File: src/rtl/multdiv_issue_ctrl.sv
`timescale 1ns/1ps
// Issue/writeback sequencer between execute and the multdiv unit.
// Optional BUSY watchdog enabled with the MULTDIV_TIMEOUT_EN macro.
module multdiv_issue_ctrl #(
   parameter int RSTATUS_REG    = 30,
   parameter int MUL_EXC_CODE   = 4,
   parameter int DIV_EXC_CODE   = 5,
   parameter int TIMEOUT_CYCLES = 15
) (
   input  logic        clock,
   input  logic        reset_n,
   input  logic        start_mult,
   input  logic        start_div,
   input  logic        flush,
   input  logic [31:0] operand_a,
   input  logic [31:0] operand_b,
   input  logic [4:0]  rd,
   input  logic [31:0] md_result,
   input  logic        md_exception,
   input  logic        md_resultRDY,
   output logic [31:0] md_operandA,
   output logic [31:0] md_operandB,
   output logic        md_ctrl_MULT,
   output logic        md_ctrl_DIV,
   output logic        md_is_div,
   output logic        stall,
   output logic        wb_valid,
   output logic [4:0]  wb_rd,
   output logic [31:0] wb_data,
   output logic        busy,
   output logic [1:0]  state_dbg
);

   typedef enum logic [1:0] {
      S_IDLE  = 2'd0,
      S_ISSUE = 2'd1,
      S_BUSY  = 2'd2,
      S_DONE  = 2'd3
   } state_t;

   localparam logic [4:0]  RSTATUS_RD = 5'(RSTATUS_REG);
   localparam logic [31:0] MUL_CODE   = 32'(MUL_EXC_CODE);
   localparam logic [31:0] DIV_CODE   = 32'(DIV_EXC_CODE);

   state_t      state;
   state_t      state_nx;
   logic [4:0]  rd_q;
   logic        ctrl_mult_q;
   logic        ctrl_div_q;
   logic        wb_valid_q;
   logic        accept;
   logic        timeout_hit;
   logic        finish_op;
   logic        cap_exc;

   assign accept = (state == S_IDLE) && (start_mult || start_div) && !flush;

`ifdef MULTDIV_TIMEOUT_EN
   logic [3:0] to_cnt;

   // Counts BUSY cycles; zero during the first BUSY cycle.
   always_ff @(posedge clock or negedge reset_n) begin
      if (!reset_n) begin
         to_cnt <= 4'd0;
      end else if (state != S_BUSY) begin
         to_cnt <= 4'd0;
      end else begin
         to_cnt <= to_cnt + 4'd1;
      end
   end

   assign timeout_hit = (state == S_BUSY) && !md_resultRDY &&
                        (to_cnt == 4'(TIMEOUT_CYCLES - 1));
`else
   assign timeout_hit = 1'b0;
`endif

   // Only the first RDY seen in BUSY completes the operation; a timeout forces the exception path.
   assign finish_op = (state == S_BUSY) && !flush && (md_resultRDY || timeout_hit);
   assign cap_exc   = md_resultRDY ? md_exception : 1'b1;

   always_ff @(posedge clock or negedge reset_n) begin
      if (!reset_n) begin
         state <= S_IDLE;
      end else begin
         state <= state_nx;
      end
   end

   always_comb begin
      state_nx = state;
      if (flush) begin
         state_nx = S_IDLE;
      end else begin
         case (state)
            S_IDLE:  if (accept) state_nx = S_ISSUE;
            S_ISSUE: state_nx = S_BUSY;
            S_BUSY:  if (finish_op) state_nx = S_DONE;
            S_DONE:  state_nx = S_IDLE;
            default: state_nx = S_IDLE;
         endcase
      end
   end

   always_ff @(posedge clock or negedge reset_n) begin
      if (!reset_n) begin
         md_operandA <= 32'd0;
         md_operandB <= 32'd0;
         md_is_div   <= 1'b0;
         rd_q        <= 5'd0;
         ctrl_mult_q <= 1'b0;
         ctrl_div_q  <= 1'b0;
         wb_valid_q  <= 1'b0;
         wb_rd       <= 5'd0;
         wb_data     <= 32'd0;
      end else begin
         ctrl_mult_q <= accept && !start_div;
         ctrl_div_q  <= accept && start_div;
         wb_valid_q  <= 1'b0;
         if (accept) begin
            md_operandA <= operand_a;
            md_operandB <= operand_b;
            md_is_div   <= start_div;
            rd_q        <= rd;
         end
         if (finish_op) begin
            if (cap_exc) begin
               wb_valid_q <= 1'b1;
               wb_rd      <= RSTATUS_RD;
               wb_data    <= md_is_div ? DIV_CODE : MUL_CODE;
            end else begin
               wb_valid_q <= (rd_q != 5'd0);
               wb_rd      <= rd_q;
               wb_data    <= md_result;
            end
         end
      end
   end

   // A flush in the pulse or writeback cycle still cancels that strobe.
   assign md_ctrl_MULT = ctrl_mult_q && !flush;
   assign md_ctrl_DIV  = ctrl_div_q && !flush;
   assign wb_valid     = wb_valid_q && !flush;

   assign stall     = accept || (state == S_ISSUE) || (state == S_BUSY);
   assign busy      = (state != S_IDLE);
   assign state_dbg = state;

endmodule
File: config.mk
export PLATFORM = sky130hd
export DESIGN_NAME = multdiv_issue_ctrl
export DESIGN_NICKNAME = d
export VERILOG_FILES = /design/src/rtl/multdiv_issue_ctrl.sv
export SDC_FILE = /design/constraint.sdc
export NUM_CORES = 1
export LEC_CHECK = 0
export ABC_AREA = 1
export BUFFER_PORTS_ARGS = -buffer_cell sky130_fd_sc_hd__buf_2
export CAP_MARGIN = 20
export CORE_AREA = 10 10 116 118
export DETAILED_ROUTE_END_ITERATION = 16
export DIE_AREA = 0 0 126 128
export HOLD_SLACK_MARGIN = 0.06
export PLACE_DENSITY = 0.75
export SLEW_MARGIN = 0
export SYNTH_ARGS = -nofsm -noshare
export SYNTH_HDL_FRONTEND = slang
export SYNTH_SLANG_ARGS = --single-unit
File: constraint.sdc
create_clock -name clock -period 1.2 [get_ports clock]
set_input_delay 0.06 -clock clock [delete_from_list [all_inputs] [get_ports clock]]
set_output_delay 0.06 -clock clock [all_outputs]
set_load 0.01 [all_outputs]
== Word-level counts from Yosys, hierarchy flattened ==
Index checks and enable logic that the tools add are counted.
Widths: inputs -> output; s select.

* Shifts and indexed selects: 0
* Div/mod/pow operators: 0
* Bitwise logic cells: 0
* Reduce and logical (&&, ||, !) cells: 18
* $lt $le $gt $ge: 0
* Mux-type cells: 10
* Multipliers: 0
* Add/sub/neg operators: 0
* Equality and inequality tests: 5

{| class="wikitable"
|+ Operators by type and width
! kind !! count
|-
| $mux 32 || 1
|-
| $logic_and 1x1->1 || 9
|-
| $pmux 2 s4 || 1
|-
| $mux 2 || 3
|-
| $ne 3x3->1 const B || 2
|-
| $mux 5 || 1
|-
| $reduce_bool 5->1 || 1
|-
| $eq 2x2->1 const B || 2
|-
| $mux 1 || 4
|-
| $logic_or 1x1->1 || 3
|-
| $eq 2x1->1 const B || 1
|-
| $logic_not 1->1 || 2
|-
| $logic_not 2->1 || 1
|-
| $reduce_and 2->1 || 1
|-
| $reduce_bool 2->1 || 1
|}

* Memory bits (read-only): 0
* Logic and storage cells: 43
* Output and inout port bits: 109
* Input port bits: 108
* Bits in latches: 0
* Memories kept: 0
* Register bits: 112
* RAM bits: 0

== Depth between registers and ports, before layout ==
Gate-level depths: netlist of the first run.

* Depth in word-level cells: 6
* Mapped depth: 9
* Depth with buffers taken out: 8

== Least setup slack after synthesis of the first run ==
No wires, ideal clock.

* Path kind: register to register
* Start point: reg state[0] (netlist: state_dbg[0])
* End point: reg md_operandA[10]
* Period minus slack after synthesis: 1418 ps
* Data required time: 1083 ps
* Library setup time: 117 ps
* Setup slack: -218 ps
* Cell stages (with the launch flop): 10
* Arrival time: 1301 ps
* Buffers on the path: 2
* Cell sequence: dfrtp_1 inv_1 ha_1 inv_2 nor2_8 nand2_1 buf_4 buf_6 nand2_1 nand2_1

* Word-level cells in the longest chain between the ends: 3

{| class="wikitable"
|+ Ends and longest elaborated chain
! what !! RTL line !! RTL
|-
| start, declared || 45 || <nowiki>state_t state;</nowiki>
|-
| start signal, assigned || 86 || <nowiki>state <= state_nx;</nowiki>
|-
| $logic_not 2->1 || 56 || <nowiki>assign accept = (state == S_IDLE) && (start_mult || start_div) && !flush;</nowiki>
|-
| $logic_and 1x1->1 (2 in series) || 56 ||
|-
| end signal, assigned || 121 || <nowiki>md_operandA <= operand_a;</nowiki>
|-
| end, declared || 21 || <nowiki>output logic [31:0] md_operandA,</nowiki>
|}

No other way between the ends.
A chain may end at the register's enable or synchronous reset.

== Final worst setup path of the first run ==
* Start point: reg state[0] (netlist: state_dbg[0])
* End point: reg wb_data[27]

* Word-level cells in the longest chain between the ends: 3

{| class="wikitable"
|+ Ends and longest elaborated chain
! what !! RTL line !! RTL
|-
| $eq 2x2->1 || 79 || <nowiki>assign finish_op = (state == S_BUSY) && !flush && (md_resultRDY || timeout_hit);</nowiki>
|-
| $logic_and 1x1->1 (2 in series) || 79 ||
|-
| end signal, assigned || 130 || <nowiki>wb_data <= md_is_div ? DIV_CODE : MUL_CODE;</nowiki>
|-
| end signal, assigned || 134 || <nowiki>wb_data <= md_result;</nowiki>
|-
| end, declared || 29 || <nowiki>output logic [31:0] wb_data,</nowiki>
|}

No other way between the ends.

==> impl_metrics.csv, run 1 <==
group,metric,value,unit
yosys,number_of_unique_standard_cell_types_used_by_synthesis,14,
floorplan,io-pin-count,217,
detailed_routing,first_pass_iteration_count_of_the_detailed_router,6,
global_routing,vias_in_the_first_global_route,5496,
yosys,area_of_the_mapped_netlist,4610,um2
place,routabilityCongestion,0.872,
place,port-buffer-count,216,
floorplan,rows,39,
detailed_routing,drt-wirelength-per-cell,18.9,um
worst_setup_path,critical_path.startpoint_type,"flip-flop",
yosys,synthCells,513,
detailed_routing,route.vias.total,5120,
sta,finalHoldViolations,0,
clock_tree,tritoncts_buffers,9,
pwr,pwr_density_cell,1960,nW/um2
yosys,synth-seq-cells,112,
place,numPlacedInstances,863,
final_layout,design.final.nets,966,
detailed_routing,drc,0,
global_routing,global_route.usage.total,22.0,%
min_path,hold_path.class,"in -> reg",
worst_setup_path,cp_max_fo,6,
floorplan,y_dimension_of_the_die,128,um
pwr,power.ir.vdd_worst,1.25,mV
floorplan,die_area,16100,um2
sta,timing_worst_slew_pin_value,0.296,ns
detailed_routing,first_iter_violations,349,
global_routing,pin_count_of_the_biggest_net_entering_global_routing,70,
clock_tree,cts_clock_pin_slew_for_the_worst_setup_and_hold_paths,0.07,ns
place,place_worst_setup_slack,-0.177,ns
sta,maxSlewHeadroom,80.3,%
min_path,min_from,"md_exception",
worst_setup_path,worst_setup_path_end_kind,"flip-flop",
worst_setup_path,r2r_slack,-0.30,ns
global_routing,globalRouteOverflowTotal,0,
worst_setup_path,crit_type,"reg -> reg",
final_layout,stdcell_area,8120,um2
sta,final_min_period_over_clock_period,125,%
sta,finClkSkew,0.0111,ns
final_layout,final.fill_count,736,
worst_setup_path,path_cells,"inv_2 -> buf_6 -> ha_4 -> nand3_4 -> buf_12 -> clkbuf_16 -> nand2_2 -> o21ai_1",
clock_tree,clock-root-buffer,"sky130_fd_sc_hd__clkbuf_16",
worst_setup_path,required,1.42,ns
detailed_routing,drtAntennaViolNets,0,
yosys,synthesis.yosys.warnings,0,
final_layout,non_filler_instance_count_after_layout,1005,
sta,clock.fmax,666,MHz
floorplan,initial_utilization,41.1,%
min_path,hold-path-cell-count,4,
yosys,seq_area_frac_synth,60.8,%
sta,setup_tns_final,-24.01,ns
yosys,yosysTopAreaCell,"sky130_fd_sc_hd__dfrtp_1",
status,status,"finished, violations left",
global_routing,grt_pass1_wl,29.0,mm
floorplan,die_width,126,um
clock_tree,numClockSinks,112,
worst_setup_path,r2r_start,"state_dbg[0]",
clock_tree,clkLatencyLatePin,0.35,ns
yosys,synth.avg_cell_area,8.99,um2
detailed_routing,drt-total-wl,19.0,mm
yosys,synth.top_cells.by_area,"sky130_fd_sc_hd__dfrtp_1 61%, sky130_fd_sc_hd__nand2_1 18%, sky130_fd_sc_hd__nand3_1 7.8%, sky130_fd_sc_hd__o21ai_1 4.0%, sky130_fd_sc_hd__buf_6 2.9%",
sta,unrepaired_setup_endpoints_after_global_routing,"true",
final_layout,final_util,72.4,%
worst_setup_path,timing.reg2reg.worst_path_depth,8,
detailed_routing,detail_route.vias_per_cell,5.09,
clock_tree,cts_htree_levels,3,
yosys,post-synth-top-area-fraction,60.8,%
sta,hold_slack,0.0852,ns
worst_setup_path,crit_path_top_delay_cell,"sky130_fd_sc_hd__dfrtp_2",
place,placed_cell_area,5970,um2
clock_tree,clock_path_buffers,2,
worst_setup_path,reg2reg_to,"wb_data[27]",
worst_setup_path,critical-path-max-stage-delay,0.41,ns
pwr,post-layout-total-power,15.9,mW
min_path,min_delay_worst_endpoint,"wb_data[6]",
sta,period_needed,1.50,ns
status,violations_in_the_final_reports,"negative setup slack",
run,drv_cap,0,
final_layout,final_layout_size_suffix_gt1_share,41.9,%
worst_setup_path,critPathArrivalTime,1.72,ns
sta,report.final.setup_viol,113,
place,dp_hpwl,10.7,mm
sta,maxSlewViolCount,0,
final_layout,area_delta_synth_final,76.1,%
pwr,p_leak,4.34,nW
global_routing,grt_antenna_before_repair,1,
floorplan,core_area,11200,um2
yosys,syn_nets,624,
sta,finalWorstSetupSlack,-0.301,ns
clock_tree,tritoncts,"yes",
==> cell type report <==
type | instances | area [um2] | share of cell area [%]
multi-input combinational | 354 | 1910 | 23.6
timing repair buffer | 365 | 2880 | 35.4
antenna | 2 | 5.00 | 0.0616
clock inverter | 6 | 52.6 | 0.647
clock buffer | 10 | 239 | 2.94
inverter | 13 | 51.3 | 0.632
sequential | 112 | 2800 | 34.5
tap | 143 | 179 | 2.20
==> report_power, final <==
group          total, mW  internal [mW]  switching, mW
Clock               2.93           1.50           1.43
Combinational       6.60           3.04           3.56
Sequential          6.39           5.28           1.11
Total               15.9           9.82           6.10
==> routing by layer <==
layer | up-vias | wire length (um) | global-route usage [%]
met2 | 310 | 9440 | 37.1
li1 | 2321 | - | -
met5 | - | 0 | 0
met3 | 53 | 2100 | 8.52
met4 | 0 | 580 | 10.9
met1 | 2436 | 6920 | 23.8
==> sequential cells by signal (all words and copies together), names as in the netlist, 2 cells and up <==
name / cells
wb_rd: 5
wb_data: 32
rd_q: 5
md_operandB: 32
md_operandA: 32
state_dbg: 2
==> cell usage after synthesis (all sizes together) <==
library cell,count
buf,25
o21ai,37
nand3,72
nor2,20
dfrtp,112
clkbuf,9
nand3b,2
inv,13
ha,3
nand2,220
==> critical path, delay by kind of cell, from the launching register on <==
| family | cells | cell delay [ns] |
|---|---|---|
| and+or+nand+nor | 2 | 0.19 |
| DFF | 1 | 0.41 |
| adders and majority gates | 1 | 0.14 |
| buffers and inverters | 4 | 0.54 |
| AOI/OAI and AO/OA | 1 | 0.08 |
==> logic make-up (layout without fill, tap and decap cells) <==
kind of cell             after synthesis  in the layout  share of synthesized area [%]
AO/OA/AOI/OAI                         37             37                           4.02
adder cells (fa/ha/maj)                3              3                          0.814
buffers and inverters                 47            394                           6.35
flip-flops                           112            112                           60.8
other                                  0              2                              0
AND/OR/NAND/NOR                      314            314                           28.0
==> how the worst max path moves through the flow <==
stage,from,endpoint,slack [ns],depth (start not counted)
after floorplan,state_dbg[1],md_operandA[10],-0.18,9
after global placement,state_dbg[1],md_operandB[15],-0.11,8
final,state_dbg[0],wb_data[27],-0.30,8
after global routing,state_dbg[0],wb_data[27],-0.38,7
after CTS,state_dbg[0],stall,-0.31,8
after detailed placement,state_dbg[0],md_operandA[29],-0.18,8
==> what timing repair did <==
| action | CTS | global route |
|---|---|---|
| hold buffers | 103 | 0 |
| setup endpoints to repair | 113 | 113 |
| hold endpoints to repair | 216 | 0 |
| buffers inserted | 8 | 6 |
| gates resized for setup | 29 | 107 |
| cloned | 7 | 6 |
| pin swaps | 7 | 14 |
==> layout by cell type, fill, tap and decap left out, drive strengths merged <==
master / count
buf: 257
nand2: 220
dfrtp: 112
dlygate4sd3: 103
nand3: 72
o21ai: 37
nor2: 20
clkbuf: 15
inv: 15
clkinv: 4
ha: 3
diode: 2
nand3b: 2
Note: power is estimated with default switching activity, not from simulation.
==> inputs of run 2 (changes only) <==
--- a/config.mk
+++ b/config.mk
@@ -12,7 +12,7 @@
 export DETAILED_ROUTE_END_ITERATION = 16
 export DIE_AREA = 0 0 126 128
 export HOLD_SLACK_MARGIN = 0.06
-export PLACE_DENSITY = 0.75
+export PLACE_DENSITY = 0.73
 export SLEW_MARGIN = 0
 export SYNTH_ARGS = -nofsm -noshare
 export SYNTH_HDL_FRONTEND = slang
==> run 2 against run 1 <==
Effect of this change:
- the run still ends with negative setup slack left
- clock power up 4%
- hold slack better by 0.030 ns
- routed wire length fell by 4.9%
- design area fell by 2.9%
- register-to-register slack improved by 0.02 ns
- sequential cell count stayed put
==> impl_metrics.csv, run 2 (synthesis results as in run 1) <==
group,metric,value,unit
status,status,"finished, violations left",
status,violations_in_the_final_reports,"negative setup slack",
place,port-buffer-count,216,
worst_setup_path,required,1.14,ns
global_routing,global_route.usage.total,20.7,%
worst_setup_path,critical_path.startpoint_type,"flip-flop",
sta,period_needed,1.49,ns
detailed_routing,first_pass_iteration_count_of_the_detailed_router,5,
sta,unrepaired_setup_endpoints_after_global_routing,"true",
worst_setup_path,worst_setup_path_end_kind,"output port",
detailed_routing,first_iter_violations,445,
worst_setup_path,worst-path-buf-inv,4,
worst_setup_path,cp_max_fo,2,
floorplan,initial_utilization,41.1,%
final_layout,mostFrequentLayoutCells,"214 x sky130_fd_sc_hd__buf_2, 203 x sky130_fd_sc_hd__nand2_1, 111 x sky130_fd_sc_hd__dfrtp_1, 103 x sky130_fd_sc_hd__dlygate4sd3_1, 69 x sky130_fd_sc_hd__nand3_1",
sta,finalHoldViolations,0,
place,numPlacedInstances,862,
worst_setup_path,path_cells,"inv_2 -> buf_4 -> ha_4 -> buf_6 -> nor2_4 -> nand2_4 -> buf_6",
sta,setup_tns_final,-26.05,ns
worst_setup_path,crit_path_top_delay_cell,"sky130_fd_sc_hd__dfrtp_2",
clock_tree,clock_path_buffers,2,
clock_tree,cts_htree_levels,3,
worst_setup_path,critical-path-max-stage-delay,0.37,ns
detailed_routing,drt-wirelength-per-cell,18.1,um
floorplan,io-pin-count,217,
run,drv_cap,0,
detailed_routing,route.vias.total,5063,
detailed_routing,detail_route.vias_per_cell,5.06,
sta,report.final.setup_viol,114,
global_routing,grt_antenna_before_repair,1,
final_layout,non_filler_instance_count_after_layout,1001,
clock_tree,tritoncts,"yes",
min_path,hold_path.class,"in -> reg",
place,dp_hpwl,10.6,mm
worst_setup_path,crit_type,"reg -> out",
final_layout,final_layout_size_suffix_gt1_share,38.2,%
clock_tree,clkLatencyLatePin,0.34,ns
final_layout,design.final.nets,963,
final_layout,final.fill_count,759,
global_routing,pin_count_of_the_biggest_net_entering_global_routing,48,
global_routing,globalRouteOverflowTotal,0,
sta,final_min_period_over_clock_period,124,%
global_routing,grt_pass1_wl,27.5,mm
global_routing,vias_in_the_first_global_route,5333,
final_layout,area_delta_synth_final,71.1,%
sta,timing_worst_slew_pin_value,0.443,ns
sta,clock.fmax,670,MHz
detailed_routing,drt-total-wl,18.1,mm
floorplan,rows,39,
worst_setup_path,cpLargestDelayFamily,"buffers and inverters",
final_layout,mostFrequentLayoutCell,"sky130_fd_sc_hd__buf_2",
final_layout,final_util,70.3,%
pwr,p_leak,4.27,nW
worst_setup_path,cpMostUsedCell,"sky130_fd_sc_hd__buf_6",
sta,finClkSkew,0.00462,ns
worst_setup_path,critPathArrivalTime,1.43,ns
detailed_routing,drc,0,
clock_tree,cts_clock_pin_slew_for_the_worst_setup_and_hold_paths,0.07,ns
place,routabilityCongestion,0.849,
pwr,post-layout-total-power,15.6,mW
pwr,pwr_density_cell,1970,nW/um2
clock_tree,numClockSinks,112,
floorplan,y_dimension_of_the_die,128,um
clock_tree,clock-root-buffer,"sky130_fd_sc_hd__clkbuf_16",
floorplan,die_width,126,um
floorplan,die_area,16100,um2
sta,finalWorstSetupSlack,-0.292,ns
pwr,power.ir.vdd_worst,1.08,mV
floorplan,core_area,11200,um2
final_layout,largestRegisters,"md_operandA x32, md_operandB x32, wb_data x32",
detailed_routing,drtAntennaViolNets,0,
sta,maxSlewHeadroom,70.5,%
clock_tree,tritoncts_buffers,9,
sta,maxSlewViolCount,0,
## run 2: cell count changes in the layout (fill, tap and decap cells not counted), moves of 4 or more
cell,change
sky130_fd_sc_hd__buf_4,+6
sky130_fd_sc_hd__buf_12,-5
sky130_fd_sc_hd__buf_6,-4
sky130_fd_sc_hd__nand2_1,+23
sky130_fd_sc_hd__nand2_4,-20
sky130_fd_sc_hd__o21ai_2,-10
sky130_fd_sc_hd__o21ai_1,+10
## run 2: stage by stage
step / setup WS, ns / hold slack, ns / area [um2]
2_1_floorplan: -0.177 / -0.236 / 4640
3_3_place_gp: -0.149 / -0.0330 / 5940
3_5_place_dp: -0.213 / -0.0285 / 5940
4_1_cts: -0.325 / 0.103 / 7700
5_1_grt: -0.369 / 0.142 / 7890
6_report: -0.292 / 0.115 / 7890
## run 2: metal layers
metal / up-vias / GRT usage [%] / wire length (um)
li1: 2315 / - / -
met2: 313 / 34.4 / 8960
met5: - / 0 / 0
met3: 33 / 8.35 / 2010
met4: 0 / 7.37 / 346
met1: 2402 / 23.7 / 6780
## run 2: cell type report
class | count | area [um2] | share of cell area (%)
diodes | 1 | 2.50 | 0.0317
clock buffers | 9 | 225 | 2.86
clock inverters | 7 | 78.8 | 0.999
inverters | 13 | 51.3 | 0.650
multi-input cells | 354 | 1730 | 22.0
flip-flops and latches | 112 | 2800 | 35.5
well taps | 143 | 179 | 2.27
repair buffers | 362 | 2820 | 35.7
## run 2: path summary, 6_finish.rpt
| path | from | end | slack [ns] | cells after the start |
|---|---|---|---|---|
| max | state_dbg[0] | stall | -0.29 | 7 |
| min reg2reg | md_operandB[28] | md_operandB[28] | 0.47 | 2 |
| max in group asynchronous | reset_n | state_dbg[0] | 0.49 | 3 |
| min | md_exception | wb_data[0] | 0.11 | 5 |
| max reg2reg | state_dbg[0] | md_operandB[4] | -0.28 | 8 |
| min in group asynchronous | reset_n | wb_data[22] | 0.17 | 2 |
## run 2: power by group
part           switching [mW]  internal, mW  leakage [nW]  total, mW
sequential              0.976          5.28          1.42       6.26
clock                    1.40          1.64         0.144       3.05
combinational            3.38          2.87          2.71       6.25
## run 2: repair_timing
action | CTS | global route
buffers inserted | 9 | 2
hold endpoints to repair | 216 | 0
gates cloned | 7 | 3
endpoints found under the setup margin | 113 | 114
gates resized for setup | 35 | 33
pin swaps | 8 | 9
hold buffers | 103 | 0
## run 2: worst register-to-register path: stages, from the launching register on
cell and delay (ns):
sky130_fd_sc_hd__dfrtp_2 0.41, sky130_fd_sc_hd__inv_2 0.08, sky130_fd_sc_hd__ha_4 0.14, sky130_fd_sc_hd__inv_4 0.04
sky130_fd_sc_hd__nor2_8 0.09, sky130_fd_sc_hd__buf_4 0.17, sky130_fd_sc_hd__bufbuf_16 0.29, sky130_fd_sc_hd__nand3_1 0.09
sky130_fd_sc_hd__nand2_1 0.11
